[src/rtl/qk_seq_pkg.sv]
// Shared definitions for the instruction sequencer: inst word layout,
// command opcodes and FSM state encodings.
package qk_seq_pkg;

  localparam int INST_W = 26;
  localparam int ADDR_W = 4;

  // inst word bit positions
  localparam int INST_QSEL     = 25;
  localparam int INST_QWA_LSB  = 21;
  localparam int INST_QRA_LSB  = 17;
  localparam int INST_KA_LSB   = 13;
  localparam int INST_OFIFO_RD = 12;
  localparam int INST_PA_LSB   = 8;
  localparam int INST_EXECUTE  = 7;
  localparam int INST_LOAD     = 6;
  localparam int INST_QMEM_RD  = 5;
  localparam int INST_QMEM_WR  = 4;
  localparam int INST_KMEM_RD  = 3;
  localparam int INST_KMEM_WR  = 2;
  localparam int INST_PMEM_RD  = 1;
  localparam int INST_PMEM_WR  = 0;

  // cmd_op encodings
  localparam logic CMD_LOAD_K = 1'b0;
  localparam logic CMD_RUN    = 1'b1;

  typedef enum logic [2:0] {
    TOP_IDLE,
    TOP_KWR,
    TOP_KLD,
    TOP_RUN,
    TOP_FIN
  } top_state_t;

  typedef enum logic [1:0] {
    EX_IDLE,
    EX_EXEC,
    EX_GAP,
    EX_DRAIN
  } exec_state_t;

endpackage

[src/rtl/qk_exec_drain_fsm.sv]
// Per-batch execute / gap / drain sequencer. A launch pulse in cycle s puts
// the first EXEC cycle in s+1; all outputs are registered and zero when idle.
module qk_exec_drain_fsm
  import qk_seq_pkg::*;
#(
  parameter int sram_depth = 16,
  parameter int drain_gap  = 10
) (
  input  logic              clk,
  input  logic              reset,
  input  logic              launch,
  output logic              busy,
  output logic              batch_done,
  output logic [ADDR_W-1:0] rd_addr,
  output logic              execute,
  output logic              qmem_rd,
  output logic              ofifo_rd,
  output logic [ADDR_W-1:0] pmem_addr,
  output logic              pmem_wr
);

  localparam int CW = 8;
  localparam logic [CW-1:0] DEPTH_LAST = CW'(sram_depth - 1);
  localparam logic [CW-1:0] GAP_LAST   = CW'(drain_gap - 1);

  exec_state_t   state_reg;
  logic [CW-1:0] cnt_reg;

  assign busy       = (state_reg != EX_IDLE);
  assign batch_done = (state_reg == EX_DRAIN) && (cnt_reg == DEPTH_LAST);

  // State walk plus outputs prepared for the cycle that follows each edge
  always_ff @(posedge clk) begin
    if (reset) begin
      state_reg <= EX_IDLE;
      cnt_reg   <= '0;
      rd_addr   <= '0;
      execute   <= 1'b0;
      qmem_rd   <= 1'b0;
      ofifo_rd  <= 1'b0;
      pmem_addr <= '0;
      pmem_wr   <= 1'b0;
    end else begin
      case (state_reg)
        EX_IDLE: begin
          if (launch) begin
            state_reg <= EX_EXEC;
            cnt_reg   <= '0;
            execute   <= 1'b1;
            qmem_rd   <= 1'b1;
            rd_addr   <= '0;
          end
        end
        EX_EXEC: begin
          if (cnt_reg == DEPTH_LAST) begin
            state_reg <= EX_GAP;
            cnt_reg   <= '0;
            execute   <= 1'b0;
            qmem_rd   <= 1'b0;
            rd_addr   <= '0;
          end else begin
            cnt_reg <= cnt_reg + 1'b1;
            rd_addr <= ADDR_W'(cnt_reg + 1'b1);
          end
        end
        EX_GAP: begin
          if (cnt_reg == GAP_LAST) begin
            state_reg <= EX_DRAIN;
            cnt_reg   <= '0;
            ofifo_rd  <= 1'b1;
            pmem_wr   <= 1'b1;
            pmem_addr <= '0;
          end else begin
            cnt_reg <= cnt_reg + 1'b1;
          end
        end
        EX_DRAIN: begin
          if (cnt_reg == DEPTH_LAST) begin
            state_reg <= EX_IDLE;
            cnt_reg   <= '0;
            ofifo_rd  <= 1'b0;
            pmem_wr   <= 1'b0;
            pmem_addr <= '0;
          end else begin
            cnt_reg   <= cnt_reg + 1'b1;
            pmem_addr <= ADDR_W'(cnt_reg + 1'b1);
          end
        end
        default: state_reg <= EX_IDLE;
      endcase
    end
  end

endmodule

[src/rtl/qk_inst_sequencer.sv]
// Drives fullchip's inst word and mem_in bus: loads K rows into kmem and the
// PE array, then streams Q batches through the double-buffered qmem while the
// exec/drain sub-FSM processes the previous batch.
module qk_inst_sequencer
  import qk_seq_pkg::*;
#(
  parameter int bw         = 4,
  parameter int pr         = 8,
  parameter int col        = 8,
  parameter int sram_depth = 16,
  parameter int drain_gap  = 10
) (
  input  logic               clk,
  input  logic               reset,
  input  logic               cmd_valid,
  output logic               cmd_ready,
  input  logic               cmd_op,
  input  logic [7:0]         cmd_nbatch,
  input  logic               in_valid,
  output logic               in_ready,
  input  logic [pr*bw-1:0]   in_data,
  output logic [pr*bw-1:0]   mem_in,
  output logic [INST_W-1:0]  inst,
  output logic               done,
  output logic               err,
  output logic               k_loaded
);

  localparam int CNT_W = 8;
  localparam logic [CNT_W-1:0] K_LAST    = CNT_W'(col - 1);
  localparam logic [CNT_W-1:0] KLD_END   = CNT_W'(col + 3);
  localparam logic [CNT_W-1:0] KRD_LAST  = CNT_W'(col + 1);
  localparam logic [ADDR_W-1:0] Q_LAST   = ADDR_W'(sram_depth - 1);

  top_state_t        state_reg;
  logic [CNT_W-1:0]  cnt_reg;
  logic [ADDR_W-1:0] qrow_reg;
  logic [7:0]        nbatch_reg;
  logic [7:0]        wr_batches_reg;
  logic [7:0]        drained_reg;
  logic              wsel_reg;
  logic              wfull_reg;
  logic              kmem_wr_reg;
  logic              kmem_rd_reg;
  logic              load_reg;
  logic              qmem_wr_reg;
  logic [ADDR_W-1:0] kaddr_reg;
  logic [ADDR_W-1:0] qwaddr_reg;

  logic              row_fire;
  logic              launch;
  logic              ex_busy;
  logic              ex_batch_done;
  logic [ADDR_W-1:0] ex_rd_addr;
  logic              ex_execute;
  logic              ex_qmem_rd;
  logic              ex_ofifo_rd;
  logic [ADDR_W-1:0] ex_pmem_addr;
  logic              ex_pmem_wr;
  logic              krd_window;

  assign cmd_ready  = (state_reg == TOP_IDLE) && !reset;
  assign in_ready   = !reset && ((state_reg == TOP_KWR) ||
                      ((state_reg == TOP_RUN) && !wfull_reg && (wr_batches_reg != nbatch_reg)));
  assign row_fire   = in_valid && in_ready;
  // Buffer swap: a full write buffer is handed to an idle exec FSM
  assign launch     = (state_reg == TOP_RUN) && wfull_reg && !ex_busy;
  assign krd_window = (cnt_reg >= CNT_W'(2)) && (cnt_reg <= KRD_LAST);

  qk_exec_drain_fsm #(
    .sram_depth (sram_depth),
    .drain_gap  (drain_gap)
  ) u_exec (
    .clk        (clk),
    .reset      (reset),
    .launch     (launch),
    .busy       (ex_busy),
    .batch_done (ex_batch_done),
    .rd_addr    (ex_rd_addr),
    .execute    (ex_execute),
    .qmem_rd    (ex_qmem_rd),
    .ofifo_rd   (ex_ofifo_rd),
    .pmem_addr  (ex_pmem_addr),
    .pmem_wr    (ex_pmem_wr)
  );

  // Command FSM: K write/load, Q batch writer, buffer swap and completion
  always_ff @(posedge clk) begin
    if (reset) begin
      state_reg      <= TOP_IDLE;
      cnt_reg        <= '0;
      qrow_reg       <= '0;
      nbatch_reg     <= '0;
      wr_batches_reg <= '0;
      drained_reg    <= '0;
      wsel_reg       <= 1'b0;
      wfull_reg      <= 1'b0;
      kmem_wr_reg    <= 1'b0;
      kmem_rd_reg    <= 1'b0;
      load_reg       <= 1'b0;
      qmem_wr_reg    <= 1'b0;
      kaddr_reg      <= '0;
      qwaddr_reg     <= '0;
      mem_in         <= '0;
      done           <= 1'b0;
      err            <= 1'b0;
      k_loaded       <= 1'b0;
    end else begin
      // write strobes and addresses are valid only in the cycle after a row is taken
      done        <= 1'b0;
      err         <= 1'b0;
      kmem_wr_reg <= 1'b0;
      qmem_wr_reg <= 1'b0;
      kaddr_reg   <= '0;
      qwaddr_reg  <= '0;
      case (state_reg)
        TOP_IDLE: begin
          if (cmd_valid) begin
            if (cmd_op == CMD_LOAD_K) begin
              state_reg <= TOP_KWR;
              cnt_reg   <= '0;
            end else if (!k_loaded) begin
              done      <= 1'b1;
              err       <= 1'b1;
              state_reg <= TOP_FIN;
            end else if (cmd_nbatch == 8'd0) begin
              done      <= 1'b1;
              state_reg <= TOP_FIN;
            end else begin
              state_reg      <= TOP_RUN;
              nbatch_reg     <= cmd_nbatch;
              wr_batches_reg <= '0;
              drained_reg    <= '0;
              qrow_reg       <= '0;
              wfull_reg      <= 1'b0;
            end
          end
        end
        TOP_KWR: begin
          if (row_fire) begin
            kmem_wr_reg <= 1'b1;
            kaddr_reg   <= ADDR_W'(cnt_reg);
            mem_in      <= in_data;
            if (cnt_reg == K_LAST) begin
              state_reg <= TOP_KLD;
              cnt_reg   <= '0;
            end else begin
              cnt_reg <= cnt_reg + 1'b1;
            end
          end
        end
        TOP_KLD: begin
          // cnt_reg names the KLD cycle being prepared for the next clock
          if (cnt_reg == KLD_END) begin
            load_reg    <= 1'b0;
            kmem_rd_reg <= 1'b0;
            k_loaded    <= 1'b1;
            done        <= 1'b1;
            cnt_reg     <= '0;
            state_reg   <= TOP_IDLE;
          end else begin
            load_reg    <= 1'b1;
            kmem_rd_reg <= krd_window;
            kaddr_reg   <= krd_window ? ADDR_W'(cnt_reg - CNT_W'(2)) : '0;
            cnt_reg     <= cnt_reg + 1'b1;
          end
        end
        TOP_RUN: begin
          if (row_fire) begin
            qmem_wr_reg <= 1'b1;
            qwaddr_reg  <= qrow_reg;
            mem_in      <= in_data;
            if (qrow_reg == Q_LAST) begin
              qrow_reg       <= '0;
              wfull_reg      <= 1'b1;
              wr_batches_reg <= wr_batches_reg + 1'b1;
            end else begin
              qrow_reg <= qrow_reg + 1'b1;
            end
          end
          if (launch) begin
            wsel_reg  <= ~wsel_reg;
            wfull_reg <= 1'b0;
          end
          if (ex_batch_done) begin
            drained_reg <= drained_reg + 1'b1;
            if (drained_reg == nbatch_reg - 8'd1) begin
              done      <= 1'b1;
              state_reg <= TOP_IDLE;
            end
          end
        end
        TOP_FIN: state_reg <= TOP_IDLE;
        default: state_reg <= TOP_IDLE;
      endcase
    end
  end

  // Pack the registered fields into the instruction word
  always_comb begin
    inst                            = '0;
    inst[INST_QSEL]                 = ~wsel_reg;
    inst[INST_QWA_LSB +: ADDR_W]    = qwaddr_reg;
    inst[INST_QRA_LSB +: ADDR_W]    = ex_rd_addr;
    inst[INST_KA_LSB +: ADDR_W]     = kaddr_reg;
    inst[INST_OFIFO_RD]             = ex_ofifo_rd;
    inst[INST_PA_LSB +: ADDR_W]     = ex_pmem_addr;
    inst[INST_EXECUTE]              = ex_execute;
    inst[INST_LOAD]                 = load_reg;
    inst[INST_QMEM_RD]              = ex_qmem_rd;
    inst[INST_QMEM_WR]              = qmem_wr_reg;
    inst[INST_KMEM_RD]              = kmem_rd_reg;
    inst[INST_KMEM_WR]              = kmem_wr_reg;
    inst[INST_PMEM_RD]              = 1'b0;
    inst[INST_PMEM_WR]              = ex_pmem_wr;
  end

endmodule

[config.mk]
export PLATFORM = sky130hd
export DESIGN_NAME = qk_inst_sequencer
export DESIGN_NICKNAME = d
export VERILOG_FILES = /design/src/rtl/qk_seq_pkg.sv /design/src/rtl/qk_exec_drain_fsm.sv /design/src/rtl/qk_inst_sequencer.sv
export SDC_FILE = /design/constraint.sdc
export NUM_CORES = 1
export LEC_CHECK = 0
export CORE_MARGIN = 3
export CORE_UTILIZATION = 50
export DETAILED_ROUTE_END_ITERATION = 16
export GPL_TIMING_DRIVEN = 0
export PLACE_DENSITY = 0.77
export SYNTH_ARGS = -nofsm -noshare
export SYNTH_HDL_FRONTEND = slang
export SYNTH_SLANG_ARGS = --single-unit
[constraint.sdc]
create_clock -name clk -period 3.8 [get_ports clk]
set_input_delay 0.76 -clock clk [delete_from_list [all_inputs] [get_ports clk]]
set_output_delay 0.76 -clock clk [all_outputs]
set_load 0.1 [all_outputs]
After elaboration in Yosys (flattened, before gate mapping):

Index checks and enable logic that the tools add are counted.

* add/subtract/negate cells: 7
* magnitude comparators: 2
* eq/ne operators: 31
* mux-type cells: 75
* bitwise logic cells: 8
* reduce and logical (&&, ||, !) cells: 42

Operators with widths (count)
* two-way mux 8 bit: 15
* two-way mux 4 bit: 12
* case mux 8 bit (3 select lines): 2
* adder 8 x 1 -> 8 bit, second input constant: 4
* case mux 4 bit (2 select lines): 4
* case mux 8 bit (2 select lines): 2
* two-way mux 3 bit: 9
* equality test 8 x 4 -> 1 bit, second input constant: 3
* inequality test 2 bit, second input constant: 11
* two-way mux 1 bit: 21
* AND reduction 6 bit: 3
* AND reduction 7 bit: 2
* case mux 3 bit (4 select lines): 1
* inequality test 2 x 1 -> 1 bit, second input constant: 5
* AND reduction 2 bit: 5
* logical AND 1 bit: 9
* equality test 8 x 3 -> 1 bit, second input constant: 1
* equality test 8 bit: 1
* >= comparator 8 x 2 -> 1 bit, second input constant: 1
* less-or-equal comparator 8 x 4 -> 1 bit, second input constant: 1
* logical NOT 8 bit: 1
* two-way mux 2 bit: 4
* inequality test 8 bit: 1
* NOT 1 bit: 8
* other kinds (25): 39

* register bits after elaboration: 108
* input port bits: 45
* output and inout bits: 63
* word-level logic and storage cells: 189

Longest topological paths before layout:

Gate-level depths: netlist (run 1).

* word-level depth: 9
* mapped depth: 8
* mapped depth without buffers: 8

Hierarchy:

From an unflattened synthesis (run 1), not the netlist that was laid out.

* cells, all modules: 596
* area, all modules: 5346.4 um^2

Modules (own cells, without submodules)
* qk_inst_sequencer: times used 1, cells each 461, area an instance 4197.8 um^2, sequential area each 1761.7 um^2
* qk_exec_drain_fsm: times used 1, cells each 135, area an instance 1148.6 um^2, sequential area each 400.4 um^2

Worst setup path after synthesis (run 1):

Ideal clock, no wire load.

* kind: input to output
* start point: in reset
* end point: out cmd_ready
* data arrival time: 3.853 ns
* data required time: 3.040 ns
* slack: -0.813 ns
* cell stages on the path: 2
* path buffers: 1
* cell sequence: buf_2 -> nor4_1

* longest elaborated chain between the ends: 2

Ends and longest elaborated chain
* start, declared: line qk_inst_sequencer.sv:14 `input logic reset,`
* logical NOT 1 bit: line qk_inst_sequencer.sv:62 `assign cmd_ready = (state_reg == TOP_IDLE) && !reset;`
* logical AND 1 bit: line qk_inst_sequencer.sv:62
* end, declared: line qk_inst_sequencer.sv:16 `output logic cmd_ready,`

Every way passes these cells.

Worst setup path in the final report (run 1):

* start point: reg state_reg[0]
* end point: out in_ready

* longest elaborated chain between the ends: 5
* elaborated cells between the ends (all ways): 6
* those cells by class: 2 x eq/ne; 4 x reduce/logical

Ends and longest elaborated chain
* start, declared: line qk_inst_sequencer.sv:35 `top_state_t state_reg;`
* start signal, assigned: line qk_inst_sequencer.sv:90 `state_reg <= TOP_IDLE;`
* start signal, assigned: line qk_inst_sequencer.sv:120 `state_reg <= TOP_KWR;`
* start signal, assigned: line qk_inst_sequencer.sv:125 `state_reg <= TOP_FIN;`
* equality test 3 x 2 -> 1 bit: line qk_inst_sequencer.sv:64 `((state_reg == TOP_RUN) && !wfull_reg && (wr_batches_reg != nbatch_reg)));`
* logical AND 1 bit (2 in series): line qk_inst_sequencer.sv:64
* logical OR 1 bit (*): line qk_inst_sequencer.sv:63 `assign in_ready = !reset && ((state_reg == TOP_KWR) ||`
* logical AND 1 bit (*): line qk_inst_sequencer.sv:63
* end, declared: line qk_inst_sequencer.sv:20 `output logic in_ready,`

Every way passes the cells marked *; elsewhere a longest branch is shown, timed or not.

==> results of run 1 <==
## cells in the final DEF (no fill, tap or decap), types with 12 or more instances in the layout
| cell type | count |
|---|---|
| sky130_fd_sc_hd__nor2_1 | 116 |
| sky130_fd_sc_hd__dfxtp_1 | 108 |
| sky130_fd_sc_hd__clkdlybuf4s50_1 | 104 |
| sky130_fd_sc_hd__mux2i_1 | 40 |
| sky130_fd_sc_hd__xnor2_1 | 32 |
| sky130_fd_sc_hd__nand2_1 | 31 |
| sky130_fd_sc_hd__a21oi_1 | 28 |
| sky130_fd_sc_hd__nand3_1 | 25 |
| sky130_fd_sc_hd__inv_1 | 17 |
| sky130_fd_sc_hd__ha_1 | 17 |
| sky130_fd_sc_hd__clkbuf_1 | 16 |
| sky130_fd_sc_hd__o21ai_0 | 12 |
| sky130_fd_sc_hd__buf_4 | 12 |
## cells in the mapped netlist, types with 8 or more instances
library cell,number
sky130_fd_sc_hd__a21oi_1,28
sky130_fd_sc_hd__buf_2,8
sky130_fd_sc_hd__buf_4,12
sky130_fd_sc_hd__clkbuf_1,15
sky130_fd_sc_hd__dfxtp_1,108
sky130_fd_sc_hd__ha_1,17
sky130_fd_sc_hd__inv_1,17
sky130_fd_sc_hd__mux2i_1,40
sky130_fd_sc_hd__nand2_1,31
sky130_fd_sc_hd__nand3_1,25
sky130_fd_sc_hd__nand4_1,11
sky130_fd_sc_hd__nor2_1,116
sky130_fd_sc_hd__nor3_1,10
sky130_fd_sc_hd__o21ai_0,12
sky130_fd_sc_hd__xnor2_1,32
sky130_fd_sc_hd__xor2_1,10
## worst reg2reg max path: cells and delay by family (launching register included)
family | cells | cell delay [ns]
AO/OA/AOI/OAI | 4 | 1.03
buffers and inverters | 1 | 0.18
flip-flops | 1 | 0.32
AND/OR/NAND/NOR | 2 | 0.69
## cells by family (layout without fill, tap and decap cells)
kind of cell | Yosys count | count (layout) | share of synthesized area (%)
AOI/OAI and AO/OA | 83 | 83 | 11.27
xor gates and xnor gates | 42 | 42 | 7.157
adders and majority gates | 17 | 17 | 4.138
buffers and inverters | 53 | 174 | 4.966
DFF | 108 | 108 | 42.06
muxes | 40 | 40 | 7.790
other | 1 | 1 | 0.07296
and+or+nand+nor | 241 | 241 | 22.54
## through the flow
stage	hold slack, ns	worst slack [ns]	util [%]
6_report	0.4681	0.4295	66.59
5_1_grt	0.5091	0.3444	66.59
4_1_cts	0.4724	0.03771	66.57
3_5_place_dp	0.4584	0.1743	64.51
3_3_place_gp	0.4440	0.1644	64.51
2_1_floorplan	0.4367	0.4340	-
## layer usage
| metal | wire length (um) | vias to the layer above | GRT usage (%) |
|---|---|---|---|
| met5 | 0 | - | 0 |
| li1 | - | 2237 | - |
| met1 | 5541 | 2089 | 27.75 |
| met2 | 6014 | 117 | 37.62 |
| met4 | 206 | 0 | 7.845 |
| met3 | 693 | 15 | 5.099 |
## power by group through the flow
stage,logic (uW),clock network [uW],registers (uW)
global route,978,776,1240
floorplan,507,0,1410
finish,910,716,1230
detailed placement,902,0,1260
global placement,882,0,1250
CTS,905,730,1230
## path summary, 6_finish.rpt
path | startpoint | end | slack [ns]
max reg2reg | state_reg[2]$_SDFFE_PP0P_ | state_reg[0]$_SDFFE_PP0P_ | 1.45
max | state_reg[0]$_SDFFE_PP0P_ | in_ready | 0.43
min | kmem_rd_reg$_SDFFE_PP0N_ | kmem_rd_reg$_SDFFE_PP0N_ | 0.47
min reg2reg | kmem_rd_reg$_SDFFE_PP0N_ | kmem_rd_reg$_SDFFE_PP0N_ | 0.47
## layout make-up
type	count	share of cell area (%)
Tap cell	133	2.533
Inverter	17	0.9714
Clock buffer	11	2.152
Sequential cell	108	32.91
Buffer	36	2.914
Multi-Input combinational cell	424	41.54
Timing Repair Buffer	105	16.04
Clock inverter	5	0.9333
## what timing repair did
item	4_1_cts	5_1_grt
hold buffers	0	0
setup endpoints to repair	0	1
gates resized for setup	0	1
==> impl.org, run 1 <==
** Setup path
- Required time at the endpoint of the critical path :: 3.04 ns
- Max FO, Critical Path :: 10
- The setup path with the least slack is of type flip-flop to output pin.
- For the worst flop-to-flop path, the logic depth is 7.
- Critical-path cell with the highest stage delay :: sky130_fd_sc_hd__dlymetal6s2s_1
- On the worst path, the slowest cell contributes a delay of 0.77 ns.
- Crit path buf inv count :: 2
- Cell family with most CP delay :: buffers and inverters
- Data on the critical path arrives at its endpoint at 2.61 ns.
- The critical path goes through buf_2, or3b_2, and2_1, nor2_1, dlymetal6s2s_1.
- CP Depth :: 5
- STA classifies the critical path startpoint as a flip-flop.
- Crit path capture type :: output pin

** Cells and area
- Count of non-filler cells in the finished layout :: 839
- Area used by sequential logic in the layout :: 2162 um2
- For this run, the post-layout net count is 763.
- 0 antenna diodes ended up in the layout.
- Relative to the synthesized area, the layout overhead comes to 27.80%.
- Register with the most flip-flops :: mem_in
- Of the cells placed in the final design, the portion with a size suffix greater than 1 is 7.082%.
- Filler Cells Inserted :: 820
- The multi-input combinational cells in the finished layout cover a total of 2729 um2.
- The register with the most flip-flops in the layout has 32 of them.
- Once layout is done, the placed cells without fillers occupy 6569 um2.

** Placed design
- During placement, the flow inserted port buffers numbering 105.
- Summing all placed instances gives a cell area of 6364 um2.
- The HPWL after detailed placement is 9368 um.
- At the end of routability-driven placement, the weighted congestion stood at 0.8378.
- Placed cell count :: 823

** Global routing
- Global-route wire length before repair :: 20,820 um
- Initial antenna violation count :: 0
- Vias in the first global route :: 4,435
- For this run, the total global-route usage over all layers was measured as 22.23%.
- The total overflow left after global routing is 0.
- Entering global routing, the biggest net connects 18 pins.

** Routing
- DRC :: 0
- Post-DRT Antenna Nets :: 0
- The routed layout has 4,458 vias.
- Detailed router's first-iteration violation count :: 176
- After detailed routing, the average wire length per cell comes to 14.85 um.
- Via density per instance :: 5.313
- The routed design has 12,460 um of wire.
- Pre-Repair DR Iteration Count :: 4

** Timing
- RSZ-0062 raised after global routing :: no
- The worst path needs 3.370 ns of the cycle, external delays included.
- The max-slew violation count came to 0.
- Final worst-path cycle share :: 88.70%
- In the final timing run, aggregate negative setup slack is 0 ns.
- Post-Route Skew :: 0.01046 ns
- Timing would allow up to 0.2967 GHz.
- Setup violations remaining at the end of the flow were counted as 0.
- Final count of hold timing violations :: 0
- Max transition margin :: 32.01%
- Slew at the pin closest to its max-slew limit :: 1.017 ns

** Floorplan
- The floorplan step set the die width to 107.4 um.
- The initial utilization of the core area, before any placement, comes to 52.11%.
- Floorplan Core Area :: 9864 um2
- Rows :: 36
- 108 I/O pins were placed.
- Die Ht :: 107.4 um
- The die covers 11,530 um2.

** Synthesis
- Yosys cell types :: 58
- Post-synthesis net count :: 647
- After synthesis, the cell types taking the most area are sky130_fd_sc_hd__dfxtp_1 42%, sky130_fd_sc_hd__nor2_1 8.5%, sky130_fd_sc_hd__mux2i_1 7.8%.
- Sequential element share of the synthesized area :: 42.06%
- Mean post-synth cell area :: 8.786 um2
- The biggest area contributor in the post-synthesis netlist is sky130_fd_sc_hd__dfxtp_1.
- Area of the mapped netlist :: 5140 um2
- Area fraction of the dominant cell type after synthesis :: 42.06%
- Counting every instance in the synthesized netlist gives 585.
- Synth async-reset ratio :: 0%
- In this run, synthesis inferred 0 flip-flops with an integrated enable.
- Yosys reg bits :: 108
- For this run, the number of Yosys warnings is 0.
- The most used flip-flop cell after synthesis is sky130_fd_sc_hd__dfxtp_1.

** Clocking
- The clock drives 108 sinks.
- The H-tree generated during clock tree synthesis spans 3 levels.
- Clock network latency to the later pin of the worst-skew pair :: 0.38 ns
- After clock tree synthesis, the clock-pin slew on the worst setup and hold paths is 0.09 ns.
- Postcts setup bufs :: 0
- Buffer depth of the longest clock path :: 2
- The tree is rooted in a sky130_fd_sc_hd__clkbuf_8.
- Total clock buffers created by CTS :: 9
- Clock tree from TritonCTS :: done

** Power
- The clock network burns 25.1% of the power.
- Sequential share of power :: 43.1%
- Internal Dissipation :: 1794 uW
- In this run the power density over the cells is 435.0 nW/um2.
- The share of total power dissipated in combinational logic is 31.9%.
- Of the total power, the share spent switching nets is 37.23%.
- VDD sags by at most 0.0002481 V.
- Total power after layout :: 2857 uW
- Switch Pwr :: 1064 uW
- Static leakage :: 0.002389 uW

** Worst hold path
- In this run the worst hold path is classified as flip-flop to flip-flop.
- Hold Path Stages :: 2

** Run status
- The flow ran to the end, and the final reports show no timing, DRC or antenna violations.

** Job
- Max-cap violations in this run came to 0.
(Power assumes the default switching activity.)
==> run 2: changes to the inputs <==
--- a/config.mk
+++ b/config.mk
@@ -5,6 +5,7 @@
 export SDC_FILE = /design/constraint.sdc
 export NUM_CORES = 1
 export LEC_CHECK = 0
+export ABC_CLOCK_PERIOD_IN_PS = 3800
 export CORE_MARGIN = 3
 export CORE_UTILIZATION = 50
 export DETAILED_ROUTE_END_ITERATION = 16
==> results of run 2 <==
Final layout, timing and power as in run 1 (identical DEF).
==> run 3: changes to the inputs <==
--- a/config.mk
+++ b/config.mk
@@ -11,6 +11,7 @@
 export DETAILED_ROUTE_END_ITERATION = 16
 export GPL_TIMING_DRIVEN = 0
 export PLACE_DENSITY = 0.77
+export SKIP_CTS_REPAIR_TIMING = 1
 export SYNTH_ARGS = -nofsm -noshare
 export SYNTH_HDL_FRONTEND = slang
 export SYNTH_SLANG_ARGS = --single-unit
==> results of run 3 <==
Final layout, timing and power as in run 1 (identical DEF).
